<file path="src/rtl/eca_engine_if.sv">
// Host-side bus of the cellular automaton engine: configuration, block access,
// run control and status, bundled for the pin-mux boundary.
interface eca_engine_if #(
  parameter int ADDR_W  = 5,
  parameter int BLOCK_W = 8,
  parameter int CNT_W   = 16
);
  logic               rule_wr;
  logic [7:0]         rule_in;
  logic               wrap_mode;
  logic               wr_en;
  logic [ADDR_W-1:0]  addr;
  logic [BLOCK_W-1:0] wr_data;
  logic [BLOCK_W-1:0] rd_data;
  logic               start;
  logic [CNT_W-1:0]   step_count;
  logic               free_run;
  logic               halt;
  logic               busy;
  logic               done;
  logic [CNT_W-1:0]   gen_count;
  logic               all_zero;

  modport master (
    output rule_wr, rule_in, wrap_mode, wr_en, addr, wr_data,
           start, step_count, free_run, halt,
    input  rd_data, busy, done, gen_count, all_zero
  );

  modport slave (
    input  rule_wr, rule_in, wrap_mode, wr_en, addr, wr_data,
           start, step_count, free_run, halt,
    output rd_data, busy, done, gen_count, all_zero
  );
endinterface

</file>
<file path="src/rtl/eca_engine.sv">
// Elementary cellular automaton with programmable rule, wrap/zero boundary,
// block-wise cell access and an N-step / free-running run controller.
//
// state | meaning
// IDLE  | no stepping; accepts start / free_run
// RUN   | stepping until the sampled step count is exhausted
// FREE  | stepping while free_run stays high
module eca_engine #(
  parameter int NUM_CELLS    = 240,
  parameter int BLOCK_W      = 8,
  parameter int ADDR_W       = 5,
  parameter int CNT_W        = 16,
  parameter int DEFAULT_RULE = 110,
  parameter int SEED_INDEX   = 0
) (
  input logic        clk,
  input logic        reset,
  eca_engine_if.slave bus
);

  localparam int TOTAL  = (1 << ADDR_W) * BLOCK_W;
  localparam int BASE_W = $clog2(TOTAL);
  localparam logic [NUM_CELLS-1:0] SEED = {{(NUM_CELLS-1){1'b0}}, 1'b1} << SEED_INDEX;

  typedef enum logic [1:0] {IDLE, RUN, FREE} state_t;

  state_t               state;
  logic [NUM_CELLS-1:0] cells;
  logic [NUM_CELLS-1:0] next_cells;
  logic [7:0]           rule_reg;
  logic [CNT_W-1:0]     remaining;
  logic [CNT_W-1:0]     gen_count;
  logic                 busy_r;
  logic                 done_r;
  logic [BLOCK_W-1:0]   rd_data_r;
  logic [TOTAL-1:0]     cells_pad;
  logic [TOTAL-1:0]     wr_pad;
  logic [BASE_W-1:0]    base;
  logic                 step_en;

  assign base    = BASE_W'(int'(bus.addr) * BLOCK_W);
  assign step_en = (state != IDLE) && !bus.halt && !bus.wr_en;

  // Padding to the full address space makes out-of-range bits read 0 and
  // silently drops writes that land beyond the last cell.
  always_comb begin
    cells_pad                  = '0;
    cells_pad[NUM_CELLS-1:0]   = cells;
    wr_pad                     = cells_pad;
    wr_pad[base +: BLOCK_W]    = bus.wr_data;
  end

  for (genvar i = 0; i < NUM_CELLS; i++) begin : g_cell
    logic l;
    logic r;
    if (i == NUM_CELLS-1) begin : g_left_edge
      assign l = bus.wrap_mode & cells[0];
    end else begin : g_left_mid
      assign l = cells[i+1];
    end
    if (i == 0) begin : g_right_edge
      assign r = bus.wrap_mode & cells[NUM_CELLS-1];
    end else begin : g_right_mid
      assign r = cells[i-1];
    end
    assign next_cells[i] = rule_reg[{l, cells[i], r}];
  end

  always_ff @(posedge clk) begin
    if (reset) begin
      state     <= IDLE;
      cells     <= SEED;
      rule_reg  <= 8'(DEFAULT_RULE);
      remaining <= '0;
      gen_count <= '0;
      busy_r    <= 1'b0;
      done_r    <= 1'b0;
      rd_data_r <= '0;
    end else begin
      done_r    <= 1'b0;
      rd_data_r <= cells_pad[base +: BLOCK_W];

      if (bus.rule_wr) rule_reg <= bus.rule_in;

      if (bus.wr_en) begin
        cells <= wr_pad[NUM_CELLS-1:0];
      end else if (step_en) begin
        cells     <= next_cells;
        gen_count <= gen_count + 1'b1;
      end

      case (state)
        IDLE: begin
          if (bus.start) begin
            if (bus.step_count == '0) begin
              done_r <= 1'b1;
            end else begin
              remaining <= bus.step_count;
              state     <= RUN;
              busy_r    <= 1'b1;
            end
          end else if (bus.free_run) begin
            state  <= FREE;
            busy_r <= 1'b1;
          end
        end
        RUN: begin
          if (step_en) begin
            remaining <= remaining - 1'b1;
            if (remaining == CNT_W'(1)) begin
              state  <= IDLE;
              busy_r <= 1'b0;
              done_r <= 1'b1;
            end
          end
        end
        FREE: begin
          if (!bus.free_run) begin
            state  <= IDLE;
            busy_r <= 1'b0;
          end
        end
        default: begin
          state  <= IDLE;
          busy_r <= 1'b0;
        end
      endcase
    end
  end

  assign bus.rd_data   = rd_data_r;
  assign bus.busy      = busy_r;
  assign bus.done      = done_r;
  assign bus.gen_count = gen_count;
  assign bus.all_zero  = ~|cells;

endmodule

</file>
<file path="src/flat_wrapper.sv">
// flat-port wrapper written by rule: the top's interface ports become plain ports
module eca_engine_flat 
#(
  parameter int NUM_CELLS    = 240,
  parameter int BLOCK_W      = 8,
  parameter int ADDR_W       = 5,
  parameter int CNT_W        = 16,
  parameter int DEFAULT_RULE = 110,
  parameter int SEED_INDEX   = 0
)
  (clk, reset, bus_rule_wr, bus_rule_in, bus_wrap_mode, bus_wr_en, bus_addr, bus_wr_data, bus_start, bus_step_count, bus_free_run, bus_halt, bus_rd_data, bus_busy, bus_done, bus_gen_count, bus_all_zero);
  eca_engine_if #(.ADDR_W(ADDR_W), .BLOCK_W(BLOCK_W), .CNT_W(CNT_W)) bus_i ();
  input logic clk;
  input logic reset;
  input wire logic [$bits(bus_i.rule_wr)-1:0] bus_rule_wr;
  input wire logic [$bits(bus_i.rule_in)-1:0] bus_rule_in;
  input wire logic [$bits(bus_i.wrap_mode)-1:0] bus_wrap_mode;
  input wire logic [$bits(bus_i.wr_en)-1:0] bus_wr_en;
  input wire logic [$bits(bus_i.addr)-1:0] bus_addr;
  input wire logic [$bits(bus_i.wr_data)-1:0] bus_wr_data;
  input wire logic [$bits(bus_i.start)-1:0] bus_start;
  input wire logic [$bits(bus_i.step_count)-1:0] bus_step_count;
  input wire logic [$bits(bus_i.free_run)-1:0] bus_free_run;
  input wire logic [$bits(bus_i.halt)-1:0] bus_halt;
  output wire logic [$bits(bus_i.rd_data)-1:0] bus_rd_data;
  output wire logic [$bits(bus_i.busy)-1:0] bus_busy;
  output wire logic [$bits(bus_i.done)-1:0] bus_done;
  output wire logic [$bits(bus_i.gen_count)-1:0] bus_gen_count;
  output wire logic [$bits(bus_i.all_zero)-1:0] bus_all_zero;
  assign bus_i.rule_wr = bus_rule_wr;
  assign bus_i.rule_in = bus_rule_in;
  assign bus_i.wrap_mode = bus_wrap_mode;
  assign bus_i.wr_en = bus_wr_en;
  assign bus_i.addr = bus_addr;
  assign bus_i.wr_data = bus_wr_data;
  assign bus_i.start = bus_start;
  assign bus_i.step_count = bus_step_count;
  assign bus_i.free_run = bus_free_run;
  assign bus_i.halt = bus_halt;
  assign bus_rd_data = bus_i.rd_data;
  assign bus_busy = bus_i.busy;
  assign bus_done = bus_i.done;
  assign bus_gen_count = bus_i.gen_count;
  assign bus_all_zero = bus_i.all_zero;
  eca_engine #(.NUM_CELLS(NUM_CELLS), .BLOCK_W(BLOCK_W), .ADDR_W(ADDR_W), .CNT_W(CNT_W), .DEFAULT_RULE(DEFAULT_RULE), .SEED_INDEX(SEED_INDEX)) u_core (.clk(clk), .reset(reset), .bus(bus_i));
endmodule
</file>
<file path="config.mk">
export PLATFORM = sky130hd
export DESIGN_NAME = eca_engine_flat
export DESIGN_NICKNAME = d
export VERILOG_FILES = /design/src/rtl/eca_engine_if.sv /design/src/rtl/eca_engine.sv /design/src/flat_wrapper.sv
export SDC_FILE = /design/constraint.sdc
export NUM_CORES = 1
export LEC_CHECK = 0
export ABC_CLOCK_PERIOD_IN_PS = 12000
export BUFFER_PORTS_ARGS = -buffer_cell sky130_fd_sc_hd__clkbuf_2
export CAP_MARGIN = 10
export CORE_ASPECT_RATIO = 1.4
export CORE_MARGIN = 5
export CORE_UTILIZATION = 50
export DETAILED_ROUTE_END_ITERATION = 12
export PLACE_DENSITY = 0.62
export SETUP_SLACK_MARGIN = 0.05
export SLEW_MARGIN = 20
export SYNTH_ARGS = -nofsm -noshare
export SYNTH_HDL_FRONTEND = slang
export SYNTH_SLANG_ARGS = --single-unit
</file>
<file path="constraint.sdc">
create_clock -name clk -period 12 [get_ports clk]
set_clock_uncertainty 0.05 [all_clocks]
set_input_delay 3.6 -clock clk [delete_from_list [all_inputs] [get_ports clk]]
set_output_delay 3.6 -clock clk [all_outputs]
set_load 0.01 [all_outputs]
</file>
==> Word-level counts from Yosys, hierarchy flattened <==
Cells that the tools add are included.
{ "totals": {"regBits": 292, "inputBits": 45, "output_inout_bits": 27, "elab_cells": 787} }
{ "op_classes": {"n_addsub": 3, "magnitude_cmp": 240, "n_eq_ne": 10, "shift": 3, "mux": 506, "n_bitwise": 3, "n_reduce_logical": 14} }
{ "op_table": {"columns": ["operator", "n"], "rows": [
  ["< comparator 3 x 4 -> 1 bit, second input constant", 240],
  ["binary-select mux 1 bit (select 3 bit)", 240],
  ["2-to-1 mux 240 bit", 2],
  ["bitwise mux 256 bit", 1],
  ["variable shift 8 x 10 -> 256 bit, first input constant", 1],
  ["variable part select 256 x 9 -> 8 bit", 1],
  ["variable part select 8 x 10 -> 256 bit", 1],
  ["2-to-1 mux 1 bit", 250],
  ["OR reduction 240 bit", 1],
  ["2-to-1 mux 16 bit", 3],
  ["one-hot mux 16 bit (2 select lines)", 1],
  ["adder 16 x 1 -> 16 bit, second input constant", 1],
  ["== test 16 x 1 -> 1 bit, second input constant", 1],
  ["zero test 16 bit", 1],
  ["subtractor 16 x 1 -> 16 bit, second input constant", 1],
  ["2-to-1 mux 2 bit", 6],
  ["negator 8 -> 10 bit", 1],
  ["!= test 2 bit, second input constant", 3],
  ["!= test 3 bit, second input constant", 2],
  ["one-hot mux 2 bit (3 select lines)", 1],
  ["nonzero test 2 bit", 3],
  ["AND reduction 5 bit", 1],
  ["!= test 2 x 1 -> 1 bit, second input constant", 2],
  ["AND reduction 4 bit", 1],
  ["10 further kinds", 14]
]} }

==> Longest topological paths before layout <==
{ "logic_depth": {"depth_word": 5, "mapped_depth": 15, "depth_no_buf": 7} }

==> Worst setup path before layout <==
Ideal clock, no wire load.
{ "synth_timing": {"path_type": "in2reg", "from": "in bus_addr[0]", "to": "reg u_core.cells[100]", "setup_time_ns": 0.095, "arrival_time_ns": 6.441, "required_ns": 11.855, "setup_slack_ns": 5.413, "stages": 12, "n_path_buf": 5, "path_cell_list": "buf_4 > buf_6 > buf_4 > buf_4 > inv_1 > ha_1 > or3b_4 > a2111oi_4 > a21bo_2 > and2_1 > buf_6 > a221oi_1"} }
{ "synth_via": {"elab_chain_cells": 4, "word_cells_on_any_way": 5, "classes_between": "add/sub: 1; shift: 2; mux: 2"} }
{ "synth_rtl": {"columns": ["item", "line_no", "text"], "rows": [
  ["start: declaration", "flat_wrapper.sv:19", "input wire logic [$bits(bus_i.addr)-1:0] bus_addr;"],
  ["negator 8 -> 10 bit *", "eca_engine.sv:50", "wr_pad[base +: BLOCK_W] = bus.wr_data;"],
  ["variable part select 8 x 10 -> 256 bit / variable shift 8 x 10 -> 256 bit (equally long branches)", "eca_engine.sv:50", null],
  ["bitwise mux 256 bit *", "eca_engine.sv:50", null],
  ["2-to-1 mux 240 bit *", "eca_engine.sv:85", "if (bus.wr_en) begin"],
  ["end signal: assignment", "eca_engine.sv:86", "cells <= wr_pad[NUM_CELLS-1:0];"],
  ["end signal: assignment", "eca_engine.sv:88", "cells <= next_cells;"],
  ["end: declaration", "eca_engine.sv:28", "logic [NUM_CELLS-1:0] cells;"]
]} }
Mark *: on every way between the ends. The rest lies on a longest branch, timed or not.
A chain may end at the register's enable or synchronous reset.

==> Worst setup path after layout <==
{ "layout_timing": {"from": "reg u_core.cells[19]", "to": "out bus_all_zero"} }
{ "layout_via": {"elab_chain_cells": 2} }
{ "layout_rtl": {"columns": ["item", "line_no", "text"], "rows": [
  ["OR reduction 240 bit", "eca_engine.sv:135", "assign bus.all_zero = ~|cells;"],
  ["zero test 1 bit", "eca_engine.sv:135", null],
  ["end: declaration", "flat_wrapper.sv:29", "output wire logic [$bits(bus_i.all_zero)-1:0] bus_all_zero;"]
]} }
No other way between the ends.

==> impl_metrics.toml <==
[synthesis]
ys_ff_latch = 292
synth.top_cell.area_share = 0.351
netlist_top_cells_count = "clkbuf_1, mux4_2, dfxtp_1"
synth_most_common_cell = "clkbuf_1"
synthArstFlopShare = 0
synth-main-ff-cell = "dfxtp_1"
synth_edf_count = 0
yosysWarnings = 0
yosysTopAreaCell = "mux4_2"
seq_area_frac_synth = 0.186
syn_area_sq_um = 31400
postSynthAreaPerCell_sq_um = 9.55
yosysUniqueCellTypes = 100
syn-num-nets = 3343
yosys-top-cells-area = "mux4_2, dfxtp_1, clkbuf_1"
synth_cells = 3291

[power]
p_seq_frac = 0.353
p_comb_frac = 0.289
leakagePower_nw = 10.5
power_frac_clock = 0.357
ir_worst_vdd_mv = 0.117
p_sw_mw = 1.25
switching_share = 0.361
p_per_area_nw_per_um2 = 107
power.total_mw = 3.47
intPower_mw = 2.21

[timing]
tightest_slew_ps = 1200
finalCriticalPeriod_ps = 7230
fin_crit_sh = 0.603
worst_hold_slack_ps = 434
setup_viol = 0
rsz0062_at_grt = "no"
fmax_mhz = 138
tns_ps = 0
relSlewSlack = 0.199
setup_slack_ps = 4770
slew_violations = 0
final_hold_viol_count = 0

[hold_path]
holdCritStartpoint = "u_core.remaining[6]"
whs_endpoint = "u_core.remaining[6]"
min_path_cells = 2
hold_path.class = "reg2reg"

[clock_network]
clkTransAtPathRegs_ps = 70
htree_levels = 2
cts_root_buf = "clkbuf_16"
cts_tree = "built"
clk_latency_ps = 580
hold_buffers = 0
cts.repair.resized = 0
clock-sinks = 292
clock_path_buffers = 3
cts_buffers = 37
cts_setup_buffers = 0

[critical_path]
cp-start-kind = "register"
r2r-end = "u_core.cells[59]"
rr_worst_depth = 8
path_max_fanout = 8
crit_required_ps = 8350
r2r-start = "u_core.state[0]"
crit_path_end_kind = "output port"
worstPathArrival_ps = 3580
ff2ff_setup_slack_ps = 8110
worstSetupPathType = "reg2out"

[floorplan]
fp.dieH_microns = 307
rows = 108
die_w_microns = 222
start_util = 0.506
core_sq_um = 62200
die_area_sq_um = 68100
io_pins = 72

[layout]
final_nets = 2911
synthToLayoutAreaGrowth_pct = 2.88
drive_gt1_frac = 0.274
top_register = "u_core.cells"
fin_area_sq_um = 32300
reg.largest.list = "u_core.cells: 240 flops, u_core.bus.gen_count: 16 flops, u_core.remaining: 16 flops"
largest_reg_flops = 240

[drt]
first_pass_iters = 6
drt_wl_total_microns = 133000
routedWlPerCell_microns = 35.8
vias_per_cell = 8.02
dr.first_iter.drc_count = 4552
ant_nets = 0
dr_total_vias = 29800
drc = 0

[placed_design]
io_buffers = 71
post_dp_cell_area_sq_um = 31000
pre_cts_ws_ps = 4640
dp_hpwl_microns = 84400
gp_congestion = 1.08

[job]
maxCapViolCount = 0

[global_route]
grtUsageMet1 = 0.452
grt_overflow = 0
antenna_found_initial = 14
grt_busiest_layer = "met2"
grt_max_degree = 161
grt_usage = 0.376
globalRouteMet2Util = 0.582
grt_pass1_vias = 28200
met3_usage = 0.110
grt_pass1_wl_microns = 196000

[run_status]
outcome = "finished clean"
-- per-stage QoR --
| step | utilization | instances |
|---|---|---|
| final | 0.520 | 3721 |
| after global placement | 0.499 | 3645 |
| after floorplan | - | 3291 |
| after global routing | 0.520 | 3716 |
| after detailed placement | 0.499 | 3645 |
| after CTS | 0.520 | 3712 |
-- layout by cell type (no fill, tap or decap), drive strengths merged, types with 37 or more instances in the layout --
cell type	synthesis	routed
a211oi	116	116
mux2i	161	161
a221oi	65	65
inv	136	138
dfxtp	292	292
nor4	84	84
o21ai	122	122
mux2	38	38
nand3	37	37
clkbuf	503	113
mux4	490	490
a2111oi	42	42
nor3	91	91
a21oi	125	125
nand2	218	218
buf	98	63
nor2	224	224
-- how the worst max path moves through the flow --
stage,slack (ps),depth (start not counted),startpoint,to
global route,4950,9,bus_addr[0],u_core.cells[19]
finish,4770,5,u_core.cells[19],bus_all_zero
detailed placement,4640,8,bus_addr[0],u_core.cells[120]
global placement,4790,8,bus_addr[0],u_core.cells[57]
CTS,5010,5,u_core.cells[19],bus_all_zero
floorplan,5410,12,bus_addr[0],u_core.cells[100]
-- metal layers --
layer / up-vias / share of wire
li1: 11900 / -
met1: 14800 / 0.33
met2: 2436 / 0.45
met3: 622 / 0.12
met4: 10 / 0.093
met5: - / 0.0011
-- area by class of cell --
| cell class | count | area (sq um) |
|---|---|---|
| fillers | 5650 | 29800 |
| flip-flops and latches | 292 | 5880 |
| diodes | 9 | 22.5 |
| clock inverters | 21 | 254 |
| repair buffers | 130 | 828 |
| clock buffers | 46 | 1030 |
| well taps | 825 | 1030 |
| inverters | 136 | 510 |
| multi-input cells | 2262 | 22800 |
-- worst max-delay path, cell delays in order, from the launching register on --
cell and delay, ps:
dfxtp_1 470, nor4_1 840, nand4_1 330, nor4_1 760
and4_1 410, clkbuf_2 180
-- power by group through the flow --
stage / combinational [mW] / sequential (mW) / clock (mW)
6_report: 1.00 / 1.22 / 1.24
3_3_place_gp: 0.952 / 1.23 / 0
4_1_cts: 0.971 / 1.21 / 1.25
2_1_floorplan: 0.847 / 1.06 / 0
3_5_place_dp: 0.968 / 1.24 / 0
5_1_grt: 1.05 / 1.23 / 1.28
-- logic make-up after synthesis --
family | count (synthesis) | share of synthesized area
AO/OA/AOI/OAI | 745 | 0.176
XOR/XNOR | 16 | 0.00446
adder cells (fa/ha/maj) | 7 | 0.00279
buffers and inverters | 737 | 0.0909
flip-flops | 292 | 0.186
multiplexers | 689 | 0.416
AND/OR/NAND/NOR | 805 | 0.124
No activity file was read; power rests on OpenSTA's default activity.
